===== config.mk =====
export PLATFORM = sky130hd
export DESIGN_NAME = display_scan_ctrl_flat
export DESIGN_NICKNAME = d
export VERILOG_FILES = /design/src/rtl/display_scan_if.sv /design/src/rtl/display_scan_ctrl.sv /design/src/flat_wrapper.sv
export SDC_FILE = /design/constraint.sdc
export NUM_CORES = 1
export LEC_CHECK = 0
export CAP_MARGIN = 20
export CORE_MARGIN = 2
export CORE_UTILIZATION = 55
export CTS_BUF_LIST = sky130_fd_sc_hd__clkbuf_16
export DETAILED_ROUTE_END_ITERATION = 8
export PLACE_DENSITY_LB_ADDON = 0.08
export SLEW_MARGIN = 40
export SYNTH_ARGS = -nofsm -noshare
export SYNTH_HDL_FRONTEND = slang
export SYNTH_SLANG_ARGS = --single-unit

===== constraint.sdc =====
create_clock -name clk -period 3.88 [get_ports clk]
set_input_delay 0.776 -clock clk [delete_from_list [all_inputs] [get_ports clk]]
set_output_delay 0.776 -clock clk [all_outputs]
set_load 0.02 [all_outputs]

===== src/rtl/display_scan_if.sv =====
// Write port of the display scan controller: valid/ready transfer of one
// digit pattern into the shadow buffer.
interface display_scan_if #(
  parameter int unsigned WIDTH = 15
);
  logic             wr_valid;
  logic             wr_ready;
  logic [1:0]       wr_addr;
  logic [WIDTH-1:0] wr_data;

  modport master (output wr_valid, output wr_addr, output wr_data, input wr_ready);
  modport slave  (input wr_valid, input wr_addr, input wr_data, output wr_ready);
endinterface


===== src/rtl/display_scan_ctrl.sv =====
// 4-digit multiplexed display scanner with shadow/active buffers, guard blanking
// and PWM brightness. Optional per-digit masking when DIGIT_MASK_EN is defined.
module display_scan_ctrl #(
  parameter int unsigned WIDTH        = 15,
  parameter int unsigned DWELL_BITS   = 13,
  parameter int unsigned BRIGHT_BITS  = 3,
  parameter int unsigned GUARD_CYCLES = 4
) (
  input  logic                   clk,
  input  logic                   rst_n,
  input  logic                   enable,
  display_scan_if.slave          wr,
  input  logic [BRIGHT_BITS-1:0] brightness,
`ifdef DIGIT_MASK_EN
  input  logic [3:0]             digit_mask,
`endif
  output logic [3:0]             columns,
  output logic [WIDTH-1:0]       outputdata,
  output logic                   frame_tick
);

  localparam int unsigned GW = (GUARD_CYCLES > 1) ? $clog2(GUARD_CYCLES) : 1;

  typedef enum logic [1:0] {IDLE, COMMIT, SCAN, GUARD} state_t;

  state_t                state, state_next;
  logic [DWELL_BITS-1:0] dwell_cnt;
  logic [GW-1:0]         guard_cnt;
  logic [1:0]            digit;
  logic [WIDTH-1:0]      shadow [4];
  logic [WIDTH-1:0]      active [4];
  logic                  dwell_last, guard_last, next_digit, lit, blanked;
  logic [3:0]            columns_d;
  logic [WIDTH-1:0]      data_d;

  assign dwell_last = (dwell_cnt == '1);
  assign guard_last = (guard_cnt == GW'(GUARD_CYCLES - 1));
  assign next_digit = (state == GUARD) && guard_last && enable && (digit != 2'd3);
  assign lit        = (dwell_cnt[DWELL_BITS-1 -: BRIGHT_BITS] <= brightness);

`ifdef DIGIT_MASK_EN
  logic [3:0] mask;

  always_ff @(posedge clk or negedge rst_n) begin
    if (!rst_n)                mask <= '0;
    else if (state == COMMIT)  mask <= digit_mask;
  end

  assign blanked = mask[digit];
`else
  assign blanked = 1'b0;
`endif

  always_ff @(posedge clk or negedge rst_n) begin
    if (!rst_n) state <= IDLE;
    else        state <= state_next;
  end

  always_comb begin
    state_next = state;
    unique case (state)
      IDLE:   if (enable) state_next = COMMIT;
      COMMIT: state_next = SCAN;
      SCAN:   if (dwell_last) state_next = GUARD;
      GUARD:
        if (guard_last) begin
          if (!enable)            state_next = IDLE;
          else if (digit == 2'd3) state_next = COMMIT;
          else                    state_next = SCAN;
        end
      default: state_next = IDLE;
    endcase
  end

  // columns_d/data_d are next-cycle values; the output registers add one cycle.
  always_comb begin
    wr.wr_ready = (state != COMMIT);
    frame_tick  = (state == COMMIT);
    columns_d   = '0;
    data_d      = '0;
    if (state == SCAN && lit && !blanked) begin
      columns_d = 4'b0001 << digit;
      data_d    = active[digit];
    end
  end

  always_ff @(posedge clk or negedge rst_n) begin
    if (!rst_n) begin
      dwell_cnt <= '0;
      guard_cnt <= '0;
      digit     <= '0;
    end else begin
      if (state == SCAN) dwell_cnt <= dwell_cnt + 1'b1;
      else if (state == COMMIT || next_digit) dwell_cnt <= '0;

      if (state == SCAN && dwell_last) guard_cnt <= '0;
      else if (state == GUARD)         guard_cnt <= guard_cnt + 1'b1;

      if (state == COMMIT)  digit <= '0;
      else if (next_digit)  digit <= digit + 1'b1;
    end
  end

  always_ff @(posedge clk or negedge rst_n) begin
    if (!rst_n) begin
      for (int unsigned i = 0; i < 4; i++) begin
        shadow[i] <= '0;
        active[i] <= '0;
      end
    end else begin
      if (wr.wr_valid && wr.wr_ready) shadow[wr.wr_addr] <= wr.wr_data;
      if (state == COMMIT)
        for (int unsigned i = 0; i < 4; i++) active[i] <= shadow[i];
    end
  end

  always_ff @(posedge clk or negedge rst_n) begin
    if (!rst_n) begin
      columns    <= '0;
      outputdata <= '0;
    end else begin
      columns    <= columns_d;
      outputdata <= data_d;
    end
  end

endmodule


===== src/flat_wrapper.sv =====
// flat-port wrapper written by rule: the top's interface ports become plain ports
module display_scan_ctrl_flat 
#(
  parameter int unsigned WIDTH        = 15,
  parameter int unsigned DWELL_BITS   = 13,
  parameter int unsigned BRIGHT_BITS  = 3,
  parameter int unsigned GUARD_CYCLES = 4
)
  (clk, rst_n, enable, brightness, columns, outputdata, frame_tick, wr_wr_valid, wr_wr_addr, wr_wr_data, wr_wr_ready);
  display_scan_if #(.WIDTH(WIDTH)) wr_i ();
  input  logic clk;
  input  logic rst_n;
  input  logic enable;
  input  logic [BRIGHT_BITS-1:0] brightness;
  output logic [3:0] columns;
  output logic [WIDTH-1:0] outputdata;
  output logic frame_tick;
  input wire logic [$bits(wr_i.wr_valid)-1:0] wr_wr_valid;
  input wire logic [$bits(wr_i.wr_addr)-1:0] wr_wr_addr;
  input wire logic [$bits(wr_i.wr_data)-1:0] wr_wr_data;
  output wire logic [$bits(wr_i.wr_ready)-1:0] wr_wr_ready;
  assign wr_i.wr_valid = wr_wr_valid;
  assign wr_i.wr_addr = wr_wr_addr;
  assign wr_i.wr_data = wr_wr_data;
  assign wr_wr_ready = wr_i.wr_ready;
  display_scan_ctrl #(.WIDTH(WIDTH), .DWELL_BITS(DWELL_BITS), .BRIGHT_BITS(BRIGHT_BITS), .GUARD_CYCLES(GUARD_CYCLES)) u_core (.clk(clk), .rst_n(rst_n), .enable(enable), .wr(wr_i), .brightness(brightness), .columns(columns), .outputdata(outputdata), .frame_tick(frame_tick));
endmodule

==> flow_metrics.env, run 1 <==
export IMPL_cts_buffer_depth=2
export IMPL_cts_sinks=158
export IMPL_powerDensity_nw_per_um2=718
export IMPL_fp_dieH_um=114
export IMPL_status="finished, final reports clean"
export IMPL_die_area_um2=13000
export IMPL_first_iter_violations=245
export IMPL_drc=0
export IMPL_first_global_vias=4306
export IMPL_finalCritPeriodShare=0.770
export IMPL_antenna_found_initial=0
export IMPL_gr_usage_all_layers=0.221
export IMPL_ys_types=44
export IMPL_setup_worst_path_end_class="output port"
export IMPL_yosysTopAreaCell="dfrtp_1"
export IMPL_layout_min_cycle_time_ns=2.99
export IMPL_path_cells="nand2b_2 > inv_2 > clkdlybuf4s50_1"
export IMPL_firstDrtPassIters=4
export IMPL_layout_drive_gt1_share=0.152
export IMPL_drv_cap=0
export IMPL_io_buffers=44
export IMPL_grt_max_degree=93
export IMPL_final_area_um2=7800
export IMPL_ys_top_cells_by_area="dfrtp_1 59%, nand2_1 11%, mux4_2 5.1%, mux2_4 4.5%, mux2_2 3.5%"
export IMPL_start_util=0.560
export IMPL_setup_viol=0
export IMPL_ys_warn_count=0
export IMPL_fp_dieW_um=114
export IMPL_synth_seq_cells=158
export IMPL_mostFrequentLayoutCells="196 x nand2_1, 158 x dfrtp_1, 43 x clkdlybuf4s50_1"
export IMPL_layout_nets=648
export IMPL_vias=4222
export IMPL_crit_arrival_ns=2.21
export IMPL_syn_avg_cell_area_um2=11.8
export IMPL_slowest_stage="clkdlybuf4s50_1"
export IMPL_clk_latency_ns=0.42
export IMPL_slew_viol_final=0
export IMPL_grt_overflow_total=0
export IMPL_synth_area_um2=6680
export IMPL_max_freq_mhz=335
export IMPL_start_kind="flip-flop"
export IMPL_hold_violations=0
export IMPL_worst_slew_pin_slew_ns=0.723
export IMPL_routabilityCongestion=0.807
export IMPL_grtUsageMet2=0.356
export IMPL_ios=45
export IMPL_ctsHoldBuffers=0
export IMPL_fin_worst_skew_ns=0.00490
export IMPL_postSynthCellCount=568
export IMPL_worst_slack_ns=0.891
export IMPL_fillers=934
export IMPL_synth_top_area_frac=0.592
export IMPL_synth_edf_count=0
export IMPL_cts_tree="yes"
export IMPL_rsz0062_at_grt="no"
export IMPL_p_total_uw=5600
export IMPL_cp_max_fo=24
export IMPL_vdd_drop_max_v=0.000388
export IMPL_hpwl_um=7790
export IMPL_ctsResizeCount=0
export IMPL_cts_made_buffers=17
export IMPL_core_um2=11900
export IMPL_antenna_cells=0
export IMPL_cp_required_ns=3.10
export IMPL_synthFlopType="dfrtp_1"
export IMPL_postLayoutCoreUtil=0.655
export IMPL_maxSlewHeadroom=0.518
export IMPL_wire_per_inst_um=16.6
export IMPL_ant_nets=0
export IMPL_cts_root_buf="clkbuf_16"
export IMPL_htreeDepth=4
export IMPL_gr_max_usage_layer="met2"
export IMPL_syn_nets=601
export IMPL_wirelength_um=12900
export IMPL_pre_cts_ws_ns=1.08
export IMPL_synth_seq_area_share=0.592
export IMPL_synthArstFlopShare=1.00
export IMPL_path_delay_family="buffers and inverters"
export IMPL_dpl_cell_area_um2=7250
export IMPL_grt_use_met3=0.0455
export IMPL_max_stage_delay_ns=0.63
export IMPL_setup_tns_ns=0
export IMPL_use_met1=0.301
export IMPL_post_cts_setup_buffer_count=0
export IMPL_via_per_inst=5.45
export IMPL_grt_pass1_wl_um=22000
export IMPL_fp_row_count=40
export IMPL_critPathKind="flip-flop to output port"
export IMPL_final_common_cell="nand2_1"
export IMPL_area_growth_pct=16.9
export IMPL_clkSlewWorstSetupHoldPaths_ns=0.06
export IMPL_p_leak_uw=0.00375
export IMPL_hp_class="input pin to async pin"
export IMPL_cp_num_buf_inv=2
==> synth_stat cells (3+ instances only) <==
library cell,count
nor2_1,10
mux2_1,19
buf_6,3
o21ai_1,3
mux2_4,20
nand2b_1,3
mux2_2,21
o21ai_0,13
clkbuf_1,15
inv_1,11
a21oi_1,6
mux4_2,15
buf_2,6
nand3_1,9
o31ai_1,4
ha_1,9
dfrtp_1,158
nand2_1,196
nor2b_1,16
nand4_1,3
==> final timing paths <==
path / from / endpoint / slack, ns / cells past startpoint
setup reg to reg: u_core.state[0]$_DFFE_PN0P_ / u_core.dwell_cnt[10]$_DFFE_PN0P_ / 1.47 / 6
hold / removal: rst_n / u_core.outputdata[11]$_DFF_PN0_ / 0.42 / 1
setup / recovery: u_core.state[0]$_DFFE_PN0P_ / frame_tick / 0.89 / 3
hold reg to reg: u_core.shadow[17]$_DFFE_PN0P_ / u_core.active[17]$_DFFE_PN0P_ / 0.46 / 2
min in group clk: u_core.shadow[17]$_DFFE_PN0P_ / u_core.active[17]$_DFFE_PN0P_ / 0.46 / 2
max in group asynchronous: rst_n / u_core.guard_cnt[1]$_DFFE_PN0P_ / 2.68 / 2
==> area by class of cell <==
type	count	area [um^2]	area share
sequential	158	3950	0.507
tap	147	184	0.0236
inverter	12	45.0	0.00577
multi-input combinational	373	2550	0.327
clock buffer	17	425	0.0545
clock inverter	14	113	0.0144
timing repair buffer	53	528	0.0677
==> cell families (layout without fill, tap and decap cells) <==
group / count (synthesis) / count (layout) / synth area share
multiplexers: 76 / 76 / 0.165
AND/OR/NAND/NOR: 248 / 248 / 0.162
adder cells (fa/ha/maj): 9 / 9 / 0.0169
buffers and inverters: 37 / 96 / 0.0259
AO/OA/AOI/OAI: 38 / 38 / 0.0356
flip-flops: 158 / 158 / 0.592
XOR/XNOR: 2 / 2 / 0.00262
==> metrics by stage <==
step,std cells,hold WS [ns]
after floorplan,568,0.432
after global placement,742,0.443
after detailed placement,742,0.449
after CTS,773,0.464
after global routing,774,0.474
final,774,0.418
==> sequential cells by signal (all words and copies together), names as in the netlist <==
name	count
u_core.active	60
u_core.columns	4
u_core.digit	2
u_core.dwell_cnt	13
u_core.guard_cnt	2
u_core.outputdata	15
u_core.shadow	60
u_core.state	2
==> routing by layer <==
| metal | vias to the layer above | share of wire |
|---|---|---|
| met4 | 0 | 0.015 |
| met1 | 2148 | 0.46 |
| met5 | - | 0 |
| li1 | 1989 | - |
| met3 | 17 | 0.027 |
| met2 | 68 | 0.50 |
==> where the power goes <==
group | internal, uW | switching, uW | total (uW)
logic | 772 | 810 | 1580
registers | 2190 | 301 | 2490
clock network | 919 | 617 | 1540
total | 3880 | 1730 | 5600
(Power assumes the default switching activity.)
==> inputs of run 2 (changes only) <==
--- a/config.mk
+++ b/config.mk
@@ -7,7 +7,7 @@
 export LEC_CHECK = 0
 export CAP_MARGIN = 20
 export CORE_MARGIN = 2
-export CORE_UTILIZATION = 55
+export CORE_UTILIZATION = 53
 export CTS_BUF_LIST = sky130_fd_sc_hd__clkbuf_16
 export DETAILED_ROUTE_END_ITERATION = 8
 export PLACE_DENSITY_LB_ADDON = 0.08
==> constraint.sdc (replaced) <==
create_clock -name clk -period 2.71 [get_ports clk]
set_input_delay 0.542 -clock clk [delete_from_list [all_inputs] [get_ports clk]]
set_output_delay 0.542 -clock clk [all_outputs]
set_load 0.02 [all_outputs]
==> flow_metrics.env, run 2 (synthesis gave the netlist of run 1 again) <==
export IMPL_antenna_cells=0
export IMPL_crit_arrival_ns=2.02
export IMPL_routabilityCongestion=0.822
export IMPL_hp_class="input pin to async pin"
export IMPL_postLayoutCoreUtil=0.644
export IMPL_mostFrequentLayoutCells="196 x nand2_1, 158 x dfrtp_1, 43 x clkdlybuf4s50_1"
export IMPL_cp_required_ns=2.17
export IMPL_max_freq_mhz=391
export IMPL_ctsResizeCount=0
export IMPL_vdd_drop_max_v=0.000544
export IMPL_first_iter_violations=277
export IMPL_cts_sinks=158
export IMPL_status="finished, final reports clean"
export IMPL_setup_viol=0
export IMPL_area_growth_pct=17.3
export IMPL_fp_dieW_um=116
export IMPL_setup_worst_path_end_class="output port"
export IMPL_hold_violations=0
export IMPL_p_total_uw=7920
export IMPL_wirelength_um=12800
export IMPL_die_area_um2=13500
export IMPL_finalCritPeriodShare=0.944
export IMPL_fp_row_count=40
export IMPL_drc=0
export IMPL_cts_made_buffers=17
export IMPL_cp_max_fo=15
export IMPL_drv_cap=0
export IMPL_start_util=0.549
export IMPL_wire_per_inst_um=16.1
export IMPL_clkSlewWorstSetupHoldPaths_ns=0.06
export IMPL_antenna_found_initial=0
export IMPL_post_cts_setup_buffer_count=0
export IMPL_reg_largest_list="u_core.active: 60 flops, u_core.shadow: 60 flops, u_core.outputdata: 15 flops"
export IMPL_via_per_inst=5.24
export IMPL_fp_dieH_um=116
export IMPL_ant_nets=0
export IMPL_first_global_vias=4377
export IMPL_cts_buffer_depth=2
export IMPL_critPathKind="flip-flop to output port"
export IMPL_hpwl_um=8010
export IMPL_rsz0062_at_grt="no"
export IMPL_layout_drive_gt1_share=0.154
export IMPL_powerDensity_nw_per_um2=1010
export IMPL_slew_viol_final=0
export IMPL_layout_nets=651
export IMPL_start_kind="flip-flop"
export IMPL_io_buffers=44
export IMPL_gr_usage_all_layers=0.213
export IMPL_worst_slew_pin_slew_ns=0.683
export IMPL_firstDrtPassIters=5
export IMPL_cts_root_buf="clkbuf_16"
export IMPL_setup_tns_ns=0
export IMPL_cts_tree="yes"
export IMPL_p_leak_uw=0.00375
export IMPL_final_common_cell="nand2_1"
export IMPL_layout_min_cycle_time_ns=2.56
export IMPL_ios=45
export IMPL_clk_latency_ns=0.41
export IMPL_grt_max_degree=63
export IMPL_maxSlewHeadroom=0.545
export IMPL_core_um2=12200
export IMPL_grt_pass1_wl_um=21600
export IMPL_grt_overflow_total=0
export IMPL_htreeDepth=4
export IMPL_fin_worst_skew_ns=0.00665
export IMPL_ctsHoldBuffers=0
export IMPL_vias=4183
run 2: critical path, stage by stage, from the launching register on:
cell and delay [ns]:
dfrtp_1 0.55, nand2b_2 0.31, inv_2 0.13, clkdlybuf4s50_1 0.60
run 2: final cells by class:
| cell class | count | area (um^2) |
|---|---|---|
| fill | 971 | 4330 |
| tap | 168 | 210 |
| timing repair buffer | 56 | 557 |
| inverter | 12 | 45.0 |
| clock buffer | 17 | 425 |
| multi-input combinational | 373 | 2550 |
| sequential | 158 | 3950 |
| clock inverter | 14 | 86.3 |
run 2: final timing paths:
check	start	depth (start not counted)	endpoint	slack (ns)
worst max-delay path	u_core.state[0]$_DFFE_PN0P_	3	frame_tick	0.15
worst min-delay path	rst_n	1	u_core.active[8]$_DFFE_PN0P_	0.09
worst max register to register	u_core.state[0]$_DFFE_PN0P_	4	u_core.shadow[22]$_DFFE_PN0P_	0.37
worst min register to register	u_core.shadow[30]$_DFFE_PN0P_	2	u_core.active[30]$_DFFE_PN0P_	0.46
max in group asynchronous	rst_n	2	u_core.active[11]$_DFFE_PN0P_	1.94
min in group clk	u_core.shadow[30]$_DFFE_PN0P_	2	u_core.active[30]$_DFFE_PN0P_	0.46
run 2: power breakdown:
| group | switching [uW] | internal (uW) | total, uW |
|---|---|---|---|
| Sequential | 455 | 3130 | 3580 |
| Clock | 868 | 1220 | 2090 |
| Combinational | 1140 | 1110 | 2250 |
run 2: layer usage:
metal / GRT usage / vias to the layer above / wire length [um]
met5: 0 / - / 0
li1: - / 2005 / -
met3: 0.0493 / 7 / 376
met1: 0.285 / 2104 / 5940
met2: 0.344 / 67 / 6400
met4: 0.0778 / 0 / 111
run 2: through the flow:
step                hold WS, ns  setup slack (ns)  instances  area, um^2
floorplan                 0.246             0.811        568        6680
global placement          0.443             0.230        767        7320
detailed placement        0.443             0.162        767        7320
CTS                       0.112             0.139        798        7830
global route              0.133            0.0597        798        7830
finish                   0.0947             0.153        798        7830
